$ cat src/rtl/control_sequencer.sv
// rtl/control_sequencer.sv - button-driven load/run/pause sequencer with prescaled counter
//
// Purpose:
//   Three push buttons (set, load, start) drive a small FSM.
//   - set captures the terminal value.
//   - load captures the start count and the mode.
//   - start runs the counter, and a second start pauses or resumes it.
//   In RUN the count advances once every TICK_DIV clocks. When the count
//   equals the terminal value, the FSM moves to DONE.
//
// Build option:
//   CONTROL_SEQUENCER_DEBOUNCE_EN - when defined, each synchronized button
//   bit must hold a new level for DEB_CYCLES consecutive clocks before that
//   level is accepted. When undefined, the synchronized level is used as is.
//
// Parameters:
//   TICK_DIV       clkIn cycles per count tick (2 .. 2^26)
//   DEB_CYCLES     debounce stability window in cycles (1 .. 2^20)
//
// Ports:
//   clkIn          in   1  clock, rising edge
//   resetIn        in   1  asynchronous active-high reset
//   setLoadStartIn in   3  raw buttons: [2]=set, [1]=load, [0]=start
//   modeSelIn      in   4  mode value, sampled on load
//   dataIn         in   8  value captured on set (limit) or load (count)
//   stateOut       out  3  IDLE=0 SET=1 LOAD=2 RUN=3 PAUSE=4 DONE=5
//   countOut       out  8  running count
//   limitOut       out  8  terminal value
//   modeOut        out  4  latched mode
//   runningOut     out  1  state is RUN
//   doneOut        out  1  state is DONE
//   tickOut        out  1  one-cycle pulse on each count tick in RUN

module control_sequencer #(
  parameter int TICK_DIV   = 50000000,
  parameter int DEB_CYCLES = 500000
) (
  input  logic       clkIn,
  input  logic       resetIn,
  input  logic [2:0] setLoadStartIn,
  input  logic [3:0] modeSelIn,
  input  logic [7:0] dataIn,
  output logic [2:0] stateOut,
  output logic [7:0] countOut,
  output logic [7:0] limitOut,
  output logic [3:0] modeOut,
  output logic       runningOut,
  output logic       doneOut,
  output logic       tickOut
);

  // The prescaler counts 0 .. TICK_DIV-1. One tick is issued on the cycle
  // that sees the last value.
  localparam int PW = $clog2(TICK_DIV);
  localparam logic [PW-1:0] TICK_LAST = PW'(TICK_DIV - 1);

  if (TICK_DIV < 2 || TICK_DIV > 67108864) begin : gTickDivRange
    $error("control_sequencer: TICK_DIV out of range 2..2^26");
  end
  if (DEB_CYCLES < 1 || DEB_CYCLES > 1048576) begin : gDebCyclesRange
    $error("control_sequencer: DEB_CYCLES out of range 1..2^20");
  end

  typedef enum logic [2:0] {
    IDLE  = 3'd0,
    SET   = 3'd1,
    LOAD  = 3'd2,
    RUN   = 3'd3,
    PAUSE = 3'd4,
    DONE  = 3'd5
  } stateT;

  stateT         state;
  stateT         stateNext;
  logic [PW-1:0] preCnt;
  logic [PW-1:0] preNext;
  logic [7:0]    countNext;
  logic [7:0]    limitNext;
  logic [3:0]    modeNext;
  logic          tickNow;

  // ---------------------------------------------------------------------
  // Button conditioning: 2-flop synchronizer, optional debounce, edge detect
  // ---------------------------------------------------------------------
  logic [2:0] sync1;
  logic [2:0] sync2;
  logic [2:0] level;
  logic [2:0] prevLevel;
  logic [2:0] armed;
  logic [1:0] flushCnt;
  logic [2:0] pulse;

  always_ff @(posedge clkIn or posedge resetIn) begin
    if (resetIn) begin
      sync1 <= '0;
      sync2 <= '0;
    end else begin
      sync1 <= setLoadStartIn;
      sync2 <= sync1;
    end
  end

`ifdef CONTROL_SEQUENCER_DEBOUNCE_EN
  localparam int DW = $clog2(DEB_CYCLES + 1);
  localparam logic [DW-1:0] DEB_LAST = DW'(DEB_CYCLES - 1);

  logic [DW-1:0] debCnt [3];
  logic [2:0]    debLevel;

  // The counter tracks how long sync2 has disagreed with the accepted level.
  // Any sample that agrees with the accepted level restarts the window.
  always_ff @(posedge clkIn or posedge resetIn) begin
    if (resetIn) begin
      debLevel <= '0;
      for (int i = 0; i < 3; i++) begin
        debCnt[i] <= '0;
      end
    end else begin
      for (int i = 0; i < 3; i++) begin
        if (sync2[i] == debLevel[i]) begin
          debCnt[i] <= '0;
        end else if (debCnt[i] == DEB_LAST) begin
          debLevel[i] <= sync2[i];
          debCnt[i]   <= '0;
        end else begin
          debCnt[i] <= debCnt[i] + DW'(1);
        end
      end
    end
  end

  assign level = debLevel;
`else
  assign level = sync2;
`endif

  // A bit is armed only after it has been seen released (sync2 low) once
  // the synchronizer holds post-reset samples. As a result, a button held
  // through reset release never produces a pulse, even though every
  // conditioning flop restarts at 0.
  always_ff @(posedge clkIn or posedge resetIn) begin
    if (resetIn) begin
      prevLevel <= '0;
      armed     <= '0;
      flushCnt  <= '0;
    end else begin
      prevLevel <= level;
      if (flushCnt != 2'd2) begin
        flushCnt <= flushCnt + 2'd1;
      end else begin
        armed <= armed | ~sync2;
      end
    end
  end

  assign pulse = level & ~prevLevel & armed;

  // When pulses coincide, set wins over load, and load wins over start.
  logic setP;
  logic loadP;
  logic startP;

  assign setP   = pulse[2];
  assign loadP  = pulse[1] & ~pulse[2];
  assign startP = pulse[0] & ~pulse[1] & ~pulse[2];

  // ---------------------------------------------------------------------
  // FSM: state and datapath registers
  // ---------------------------------------------------------------------
  always_ff @(posedge clkIn or posedge resetIn) begin
    if (resetIn) begin
      state    <= IDLE;
      preCnt   <= '0;
      countOut <= '0;
      limitOut <= '0;
      modeOut  <= '0;
    end else begin
      state    <= stateNext;
      preCnt   <= preNext;
      countOut <= countNext;
      limitOut <= limitNext;
      modeOut  <= modeNext;
    end
  end

  // ---------------------------------------------------------------------
  // FSM: next state, datapath next values, tick
  // ---------------------------------------------------------------------
  always_comb begin
    stateNext = state;
    preNext   = preCnt;
    countNext = countOut;
    limitNext = limitOut;
    modeNext  = modeOut;
    tickNow   = 1'b0;

    case (state)
      IDLE: begin
        if (setP) begin
          limitNext = dataIn;
          stateNext = SET;
        end
      end

      SET: begin
        if (setP) begin
          limitNext = dataIn;
        end else if (loadP) begin
          countNext = dataIn;
          modeNext  = modeSelIn;
          stateNext = LOAD;
        end
      end

      LOAD: begin
        if (setP) begin
          stateNext = IDLE;
        end else if (loadP) begin
          countNext = dataIn;
          modeNext  = modeSelIn;
        end else if (startP) begin
          preNext   = '0;
          stateNext = RUN;
        end
      end

      RUN: begin
        // The terminal check comes before any tick. A count already equal
        // to the limit on RUN entry therefore finishes without incrementing.
        if (setP) begin
          stateNext = IDLE;
        end else if (countOut == limitOut) begin
          stateNext = DONE;
        end else if (startP) begin
          stateNext = PAUSE;
        end else if (preCnt == TICK_LAST) begin
          tickNow   = 1'b1;
          preNext   = '0;
          countNext = countOut + 8'd1;
        end else begin
          preNext = preCnt + PW'(1);
        end
      end

      PAUSE: begin
        // The prescaler holds its value, so the resumed run keeps its phase.
        if (setP) begin
          stateNext = IDLE;
        end else if (startP) begin
          stateNext = RUN;
        end
      end

      DONE: begin
        if (setP) begin
          stateNext = IDLE;
        end
      end

      default: begin
        stateNext = IDLE;
      end
    endcase
  end

  assign stateOut   = state;
  assign runningOut = (state == RUN);
  assign doneOut    = (state == DONE);
  assign tickOut    = tickNow;

endmodule

$ cat config.mk
export PLATFORM = sky130hd
export DESIGN_NAME = control_sequencer
export DESIGN_NICKNAME = d
export VERILOG_FILES = /design/src/rtl/control_sequencer.sv
export SDC_FILE = /design/constraint.sdc
export NUM_CORES = 1
export LEC_CHECK = 0
export ABC_CLOCK_PERIOD_IN_PS = 5300
export BUFFER_PORTS_ARGS = -buffer_cell sky130_fd_sc_hd__buf_2
export CAP_MARGIN = 15
export CORE_MARGIN = 3
export CORE_UTILIZATION = 55
export DETAILED_ROUTE_END_ITERATION = 7
export PLACE_DENSITY = 0.76
export SLEW_MARGIN = 20
export SYNTH_ARGS = -nofsm -noshare
export SYNTH_HDL_FRONTEND = slang
export SYNTH_SLANG_ARGS = --single-unit
$ cat constraint.sdc
create_clock -name clkIn -period 5.3 [get_ports clkIn]
set_clock_uncertainty 0.15 [all_clocks]
set_input_delay 0.53 -clock clkIn [delete_from_list [all_inputs] [get_ports clkIn]]
set_output_delay 0.53 -clock clkIn [all_outputs]
set_load 0.01 [all_outputs]
==> results of run 1 <==
## cells by family (layout without fill, tap and decap cells)
family,after synthesis,in the layout,synth area share (%)
buf+inv,26,70,3.61
xor+xnor,10,10,2.66
mux,16,16,5.36
flops,63,63,47.9
compound gates,96,96,19.3
simple gates,117,117,20.0
fa+ha+maj,3,3,1.14
## where the power goes
group	switching [W]	total (W)	internal, W
Clock	0.000212	0.000387	0.000175
Sequential	0.000111	0.000681	0.000570
Combinational	0.000281	0.000498	0.000217
Total	0.000604	0.00157	0.000962
## synth_stat cells (8+ instances only)
cell      n  share of area, %
mux2_2   13               4.4
nor2_1   19               2.2
o31ai_1  13               3.0
xor2_1    9               2.4
o21ai_0  32               4.9
and3_1   11               2.1
nand2_1  29               3.3
a21oi_1  17               2.6
dfrtp_1  63                48
nand4_1   8               1.5
nand3_1  11               1.7
## cell type report
cell class / instances / share of cell area (%)
Sequential cell: 63 / 42.5
Clock buffer: 9 / 3.34
Multi-Input combinational cell: 242 / 43.0
Inverter: 10 / 1.01
Timing Repair Buffer: 44 / 6.24
Clock inverter: 7 / 1.52
Tap cell: 72 / 2.43
## final timing paths
| kind | start | to | slack [ns] |
|---|---|---|---|
| worst max-delay path | preCnt[0] | tickOut | 2.33 |
| worst min-delay path | setLoadStartIn[1] | sync1[1] | 0.13 |
| worst max register to register | countOut[3] | preCnt[18] | 2.49 |
| worst min register to register | sync1[0] | level[0] | 0.20 |
| max in group asynchronous | resetIn | modeOut[2] | 4.23 |
| min in group asynchronous | resetIn | preCnt[2] | 0.23 |
## stage by stage
stage | setup WS (ns) | hold WS, ns | power [W] | instances
final | 2.33 | 0.134 | 0.00157 | 447
after global routing | 2.17 | 0.118 | 0.00167 | 447
after CTS | 2.34 | 0.119 | 0.00158 | 446
after detailed placement | 2.50 | 0.191 | 0.00119 | 430
after global placement | 2.57 | 0.184 | 0.00116 | 430
after floorplan | 3.04 | 0.181 | 0.00103 | 331
## routing by layer
layer / up-vias / part of all wire (%) / global-route usage (%)
met5: - / 0 / 0
met4: 0 / 0.83 / 6.84
met3: 6 / 4.2 / 5.26
met2: 66 / 48 / 33.5
met1: 1312 / 47 / 29.7
li1: 1321 / - / -
## flip-flops by register name, summed over array words and instances (netlist names)
signal and flops:
preCnt 26, stateOut 3, countOut 8, limitOut 8, prevLevel 3, level 3, modeOut 4, flushCnt 2
armed 3, sync1 3
==> results.md, run 1 <==
* Status: complete, no violations
* Mapped Nets at 351
* Post-CTS sizing at 0
* Filler cell count at 465
* Delay of the slowest cell on the worst path at 0.54 ns
* FP Rows at 27
* Top FF cell, synth: dfrtp_1
* ANT cells at 0
* Share of cells above drive strength 1 at 23.2%
* Slew Limit Fails at 0
* GPL Wtd Cong at 0.837
* Critical path buffers and inverters at 1
* Critical path fanouts, max at 6
* Commonest cells after routing, fill and taps aside: 63 x dfrtp_1, 42 x buf_2, 32 x o21ai_0, 29 x nand2_1, 19 x nor2_1
* CP Launch Type: register
* Setup-failing EPs final at 0
* DRT Pass-1 Iters at 4
* FF/Latch Area at 1580 sq um
* PD cells at between 400 and 500 nW/um^2
* Crit. End Element: output port
* Seq cells post-synth at 63
* Root Buffer: clkbuf_8
* Maximum VDD drop at around 0.00034 V
* Chip width at 83.4 um
* Reg2Reg Depth at 6
* Leakage power at ~1.6 nW
* Initial core utilization at 58.3%
* Area growth syn-to-layout at 12.8%
* WL/cell at 15.9 um
* Hold depth at 1
* Total grt overflow at 0
* Vias in the first global route at between 2000 and 3000
* Port bufs at 42
* Largest net degree at the start of global routing at 64
* Global-route wire length before repair at 12200 um
* Register area share after synthesis at between 40% and 50%
* Headroom to the max-slew limit at about 28%
* H-tree Lvls at 3
* Synth warnings at 0
* Most common cell after layout, fill and taps aside: dfrtp_1
* Max frequency at about 340 MHz
* Syn Inst Count at 331
* Post-synth EDFFs at 0
* Core area at ~5600 sq um
* Critical path's top delay family: simple AND/OR/NAND/NOR gates
* Gr usage total at 21.5%
* WP depth at 6
* Cell mode on critical path: and3_1
* Initial antenna violation count at 0
* CTS buffer count at 9
* Total wire length at approximately 7100 um
* RSZ-0062 raised after global routing: no
* Fin area at 3710 sq um
* Footprint of the multi-input gates at 1600 sq um
* Cell area after synthesis at 3290 sq um
* Max_cap viols at 0
* Die span in y at about 83 um
* Synth cell types at 51
* Hold buffer count at cts at 0
* Placed cell area at 3520 sq um
* DP HPWL at 4820 um
* Worst Path Required at 4.62 ns
* CP arrival at 2.29 ns
* Slew of the pin with the lowest slew margin at 1.08 ns
* Sum Neg Setup Slack at 0 ns
* Synth Area per Inst at 9.95 sq um
* # Post-CTS Setup Buffers at 0
* Final hold violations at 0
* Ys async rst share at 100%
* Final #Nets at 390
* Vias per cell at 6.05
* Setup CP Type: reg2out
* Slowest-stage cell, CP: nor4_1
* Period utilisation layout at 56.1%
* CP Cell Sequence: ha_1 > and3_1 > nand2_1 > nor4_1 > and3_1 > buf_2
* Final ANT Viol Nets at 0
* Post-route minimum period at 2.97 ns
* Clock Tree Buf Depth at 2
* DRC errors left at 0
* CTS Sinks at 63
* Utilization after layout at approximately 66%
* Ports at 43
* Clk Latency, worst-skew pair at 0.35 ns
* Starting DRC count in detailed routing at 158
* HP Class: in2reg
* Via count at 2705
* CTS tree: yes
* Worst-path clk slew at 0.08 ns
* Die Footprint at just under 7000 sq um
(Power assumes the default switching activity.)
==> inputs of run 2 (changes only) <==
Settings changed: ABC_CLOCK_PERIOD_IN_PS 5300 to 2590, CORE_UTILIZATION 55 to 52.
Clock period 5.3 ns to 2.59 ns, I/O delays scaled along.
==> results.md, run 2 (same netlist as run 1, synthesis figures left out) <==
* Most common cell after layout, fill and taps aside: dfrtp_1
* Share of cells above drive strength 1 at 26.4%
* Largest registers: preCnt (26), countOut (8), limitOut (8)
* R2R setup slack at 0.13 ns
* Die span in y at 85.6 um
* DRC errors left at 0
* Total grt overflow at 0
* Via count at 2882
* Total wire length at around 8000 um
* CP Launch Type: register
* Sum Neg Setup Slack at 0 ns
* Gr usage total at 23.6%
* CTS tree: yes
* Leakage power at 1.79 nW
* Sw Ratio at a little over a third
* Max_cap viols at 0
* Setup CP Type: reg2out
* Clk Latency, worst-skew pair at 0.35 ns
* Ports at 43
* Setup-failing EPs final at 0
* GPL Wtd Cong at 0.867
* Slew of the pin with the lowest slew margin at 0.614 ns
* Worst Path Required at between 2 and 2.5 ns
* Max FFs per register at 26
* Max frequency at approximately 400 MHz
* Vias per cell at 6.04
* Core area at between 6000 and 7000 sq um
* Delay of the slowest cell on the worst path at 0.53 ns
* Chip width at 85.6 um
* Worst-path clk slew at approximately 0.080 ns
* HP Class: in2reg
* Clock Tree Buf Depth at 2
* Starting DRC count in detailed routing at approximately 250
* Port bufs at 42
* Hold depth at 2
* Place WS at 0.166 ns
* CTS buffer count at 9
* Met2 GRT Util at 37.8%
* FP Rows at 28
* RSZ-0062 raised after global routing: yes
* Final hold violations at 0
* Period utilisation layout at 96.7%
* Flop pwr share at around 39%
* Die Footprint at 7320 sq um
* Comb pwr share at 33.1%
* CTS Sinks at 63
* Most Crowded Layer GR: met2
* Initial antenna violation count at 0
* Post-route minimum period at 2.50 ns
* Slowest-stage cell, CP: nor3_1
* Status: complete, no violations
* Crit Reg-Reg Startpoint: level[1]
* Int Power at around 0.0022 W
* WL/cell at 16.8 um
* Largest net degree at the start of global routing at 28
* CP arrival at about 2.1 ns
* Net Switching at between 0.001 and 0.0015 W
* Commonest cells after routing, fill and taps aside: 63 x dfrtp_1, 42 x buf_2, 32 x o21ai_0, 29 x nand2_1, 20 x buf_4
* Crit. End Element: output port
* DP HPWL at 5390 um
* Clock power frac at ~28%
* Maximum VDD drop at 0.000624 V
* ANT cells at 0
* PD cells at around 880 nW/um^2
* Final ANT Viol Nets at 0
* WP depth at 6
* Register bank with the most flops: preCnt
* H-tree Lvls at 3
* CP Cell Sequence: and3b_1 > nor3_1 > a21oi_4 > buf_4 > and3_1 > buf_2
* Slew Limit Fails at 0
* Crit path launch: level[1]
* Critical path buffers and inverters at 2
* Met3 Use GR at 5.57%
* Initial core utilization at 54.6%
* DRT Pass-1 Iters at 4
* Vias in the first global route at 2868
* Area growth syn-to-layout at 21.1%
* Reg2Reg Depth at 7
* Met1 usage at 31.2%
* Critical path fanouts, max at 8
* Critical path's top delay family: simple AND/OR/NAND/NOR gates
* Global-route wire length before repair at 13400 um
* Final WS setup at 0.0856 ns
* Final #Nets at roughly 420
* Root Buffer: clkbuf_8
* Headroom to the max-slew limit at about three fifths
* Hold path startpoint: dataIn[7]
-- run 2: path summary, 6_finish.rpt --
path                                     to
min in group asynchronous         preCnt[0]
max in group asynchronous         preCnt[5]
worst min-delay path            limitOut[7]
worst max-delay path                tickOut
worst max register to register  countOut[3]
worst min register to register     level[2]
-- run 2: worst register-to-register path, cell delays in order (launching register included) --
cell and delay, ns:
dfrtp_1 0.41, and3b_1 0.22, nor3_1 0.53, a21oi_4 0.05, a31oi_2 0.52, buf_4 0.23
mux2i_1 0.18, a21oi_1 0.06
-- run 2: per-layer routing --
| layer | routed length (um) | vias up |
|---|---|---|
| met5 | 0 | - |
| met4 | 138 | 0 |
| met3 | 413 | 16 |
| met2 | 3890 | 81 |
| met1 | 3580 | 1413 |
| li1 | - | 1372 |
-- run 2: final cells by class --
class	count	area, sq um
Inverter	10	37.5
Clock inverter	7	103
Multi-Input combinational cell	242	1600
Sequential cell	63	1580
Timing Repair Buffer	71	450
Fill cell	492	2040
Tap cell	75	93.8
Clock buffer	9	124
-- run 2: through the flow --
step | instance area (sq um) | power [W] | util (%) | cells | hold slack (ns)
2_1_floorplan | 3290 | 0.00210 | - | 331 | 0.140
3_3_place_gp | 3660 | 0.00247 | 60.8 | 452 | 0.122
3_5_place_dp | 3660 | 0.00251 | 60.8 | 452 | 0.129
4_1_cts | 3980 | 0.00352 | 66.1 | 477 | 0.000311
5_1_grt | 3990 | 0.00373 | 66.2 | 477 | 0.00638
6_report | 3990 | 0.00351 | 66.2 | 477 | 0.0105
-- run 2: power groups by stage --
stage                     Combinational [W]  Sequential, W  Clock, W
after floorplan                    0.000660        0.00144         0
after global placement              0.00110        0.00136         0
after detailed placement            0.00113        0.00138         0
after CTS                           0.00116        0.00136   0.00101
after global routing                0.00127        0.00140   0.00105
final                               0.00116        0.00136  0.000983
-- run 2: timing repair --
item,in CTS,in global routing
buffers inserted,0,0
resized for setup,0,1
hold buffers,9,0
setup endpoints to repair,0,4
endpoints found under the hold margin,25,0
==> inputs of run 3 (changes only) <==
==> constraint.sdc (replaced) <==
create_clock -name clkIn -period 2.59 [get_ports clkIn]
set_clock_uncertainty 0.15 [all_clocks]
set_input_delay 0.1295 -clock clkIn [delete_from_list [all_inputs] [get_ports clkIn]]
set_output_delay 0.1295 -clock clkIn [all_outputs]
set_load 0.01 [all_outputs]
==> results.md, run 3 (same netlist as run 1, synthesis figures left out) <==
* Place WS at roughly 0.2 ns
* Setup CP Type: reg2reg
* HP Class: reg2reg
* Leakage power at 1.80 nW
* RSZ-0062 raised after global routing: no
* Slew Limit Fails at 0
* Max frequency at 423 MHz
* Total wire length at ~8000 um
* Ports at 43
* DRC errors left at 0
* Final hold violations at 0
* Starting DRC count in detailed routing at 309
* Gr usage total at 22.9%
* Footprint of the multi-input gates at 1600 sq um
* GPL Wtd Cong at 0.899
* Post-route minimum period at 2.36 ns
* Die Footprint at approximately 7300 sq um
* DRT Pass-1 Iters at 5
* Largest registers: preCnt (26), countOut (8), limitOut (8)
* CP Cell Sequence: xor2_1 > nor4_2 > buf_4 > a21oi_4 > a31oi_2 > buf_4 > mux2i_1 > a21oi_1
* Share of cells above drive strength 1 at 25.7%
* # Post-CTS Setup Buffers at 0
* CTS buffer count at 9
* FF/Latch Area at about 1600 sq um
* Commonest cells after routing, fill and taps aside: 63 x dfrtp_1, 42 x buf_2, 32 x o21ai_0, 29 x nand2_1, 19 x nor2_1
* Register bank with the most flops: preCnt
* Area growth syn-to-layout at 22.4%
* Vias in the first global route at 2778
* Port bufs at 42
* Slowest-stage cell, CP: dfrtp_1
* Period utilisation layout at 91.3%
* Crit. End Element: register
* Initial core utilization at 54.6%
* CTS tree: yes
* Root Buffer: clkbuf_8
* PD cells at 827 nW/um^2
* Fin area at 4030 sq um
* Worst Path Required at 2.67 ns
* ANT cells at 0
* Chip width at ~86 um
* Final WS setup at 0.225 ns
* H-tree Lvls at 3
* Setup-failing EPs final at 0
* Via count at 2927
* Max FFs per register at 26
* Total grt overflow at 0
* Worst-path clk slew at 0.08 ns
* Most common cell after layout, fill and taps aside: dfrtp_1
* Final #Nets at 423
* Clk Latency, worst-skew pair at 0.35 ns
* Initial antenna violation count at 0
* Placed cell area at 3680 sq um
* Status: complete, no violations
* Slew of the pin with the lowest slew margin at 0.643 ns
* CTS Sinks at 63
* Filler cell count at 490
* Die span in y at 85.6 um
* Final ANT Viol Nets at 0
* CP Launch Type: register
* DP HPWL at 5310 um
* Largest net degree at the start of global routing at 34
* CP arrival at approximately 2.5 ns
* Global-route wire length before repair at 13300 um
* Clock Tree Buf Depth at 2
* Delay of the slowest cell on the worst path at approximately 0.47 ns
* Core area at 6030 sq um
* Max_cap viols at 0
* Maximum VDD drop at 0.000632 V
* Vias per cell at 6.06
* Utilization after layout at 66.9%
* Cell mode on critical path: buf_4
* FP Rows at 28
* Headroom to the max-slew limit at between 50% and 60%
* Sum Neg Setup Slack at 0 ns
* Critical path fanouts, max at 10
* WL/cell at approximately 17 um
[run 3: cell types whose count changed in the layout (fill, tap and decap cells not counted)]
| cell | delta |
|---|---|
| dlygate4sd3_1 | +7 |
| bufinv_16 | -2 |
| buf_4 | -3 |
| clkinv_4 | +2 |
| buf_12 | +2 |
| clkinv_2 | +1 |
| inv_6 | -1 |
[run 3: cell type report]
class	instances	share of cell area [%]
Clock buffer	9	3.07
Clock inverter	7	1.40
Inverter	10	0.932
Multi-Input combinational cell	242	39.8
Sequential cell	63	39.1
Tap cell	75	2.33
Timing Repair Buffer	77	13.4
[run 3: what timing repair did]
action                                 4_1_cts  5_1_grt
hold buffers                                16        0
setup endpoints to repair                    0        1
endpoints found under the hold margin       47        0
gates resized for setup                      0        1
[run 3: path summary, 6_finish.rpt]
path,from,end,slack [ns],cells past startpoint
min in group asynchronous,resetIn,prevLevel[2],0.26,3
max in group asynchronous,resetIn,preCnt[23],1.42,4
worst min register to register,sync1[1],level[1],0.20,0
worst max register to register,countOut[3],countOut[3],0.23,8
worst min-delay path,sync1[1],level[1],0.20,0
worst max-delay path,countOut[3],countOut[3],0.23,8
[run 3: metrics by stage]
step,hold WS [ns],total power (W),std cells
floorplan,0.0109,0.00210,331
global placement,0.0890,0.00249,451
detailed placement,0.0892,0.00253,451
CTS,0.203,0.00334,483
global route,0.214,0.00354,483
finish,0.197,0.00333,483
[run 3: power breakdown]
part / switching [W] / internal (W) / leakage (nW)
registers: 0.000194 / 0.00117 / 0.792
logic: 0.000652 / 0.000539 / 0.917
clock network: 0.000424 / 0.000356 / 0.0902
total: 0.00127 / 0.00206 / 1.80
[run 3: metal layers]
metal / part of all wire (%) / global-route usage (%)
met1: 45 / 31.3
met2: 49 / 36.4
met3: 4.7 / 3.94
met4: 2.0 / 9.50
met5: 0 / 0
[run 3: worst max-delay path, delay by kind of cell, from the launching register on]
kind	cells	cell delay, ns
buf+inv	2	0.40
simple gates	1	0.27
mux	1	0.18
xor+xnor	1	0.18
flops	1	0.47
compound gates	3	0.60
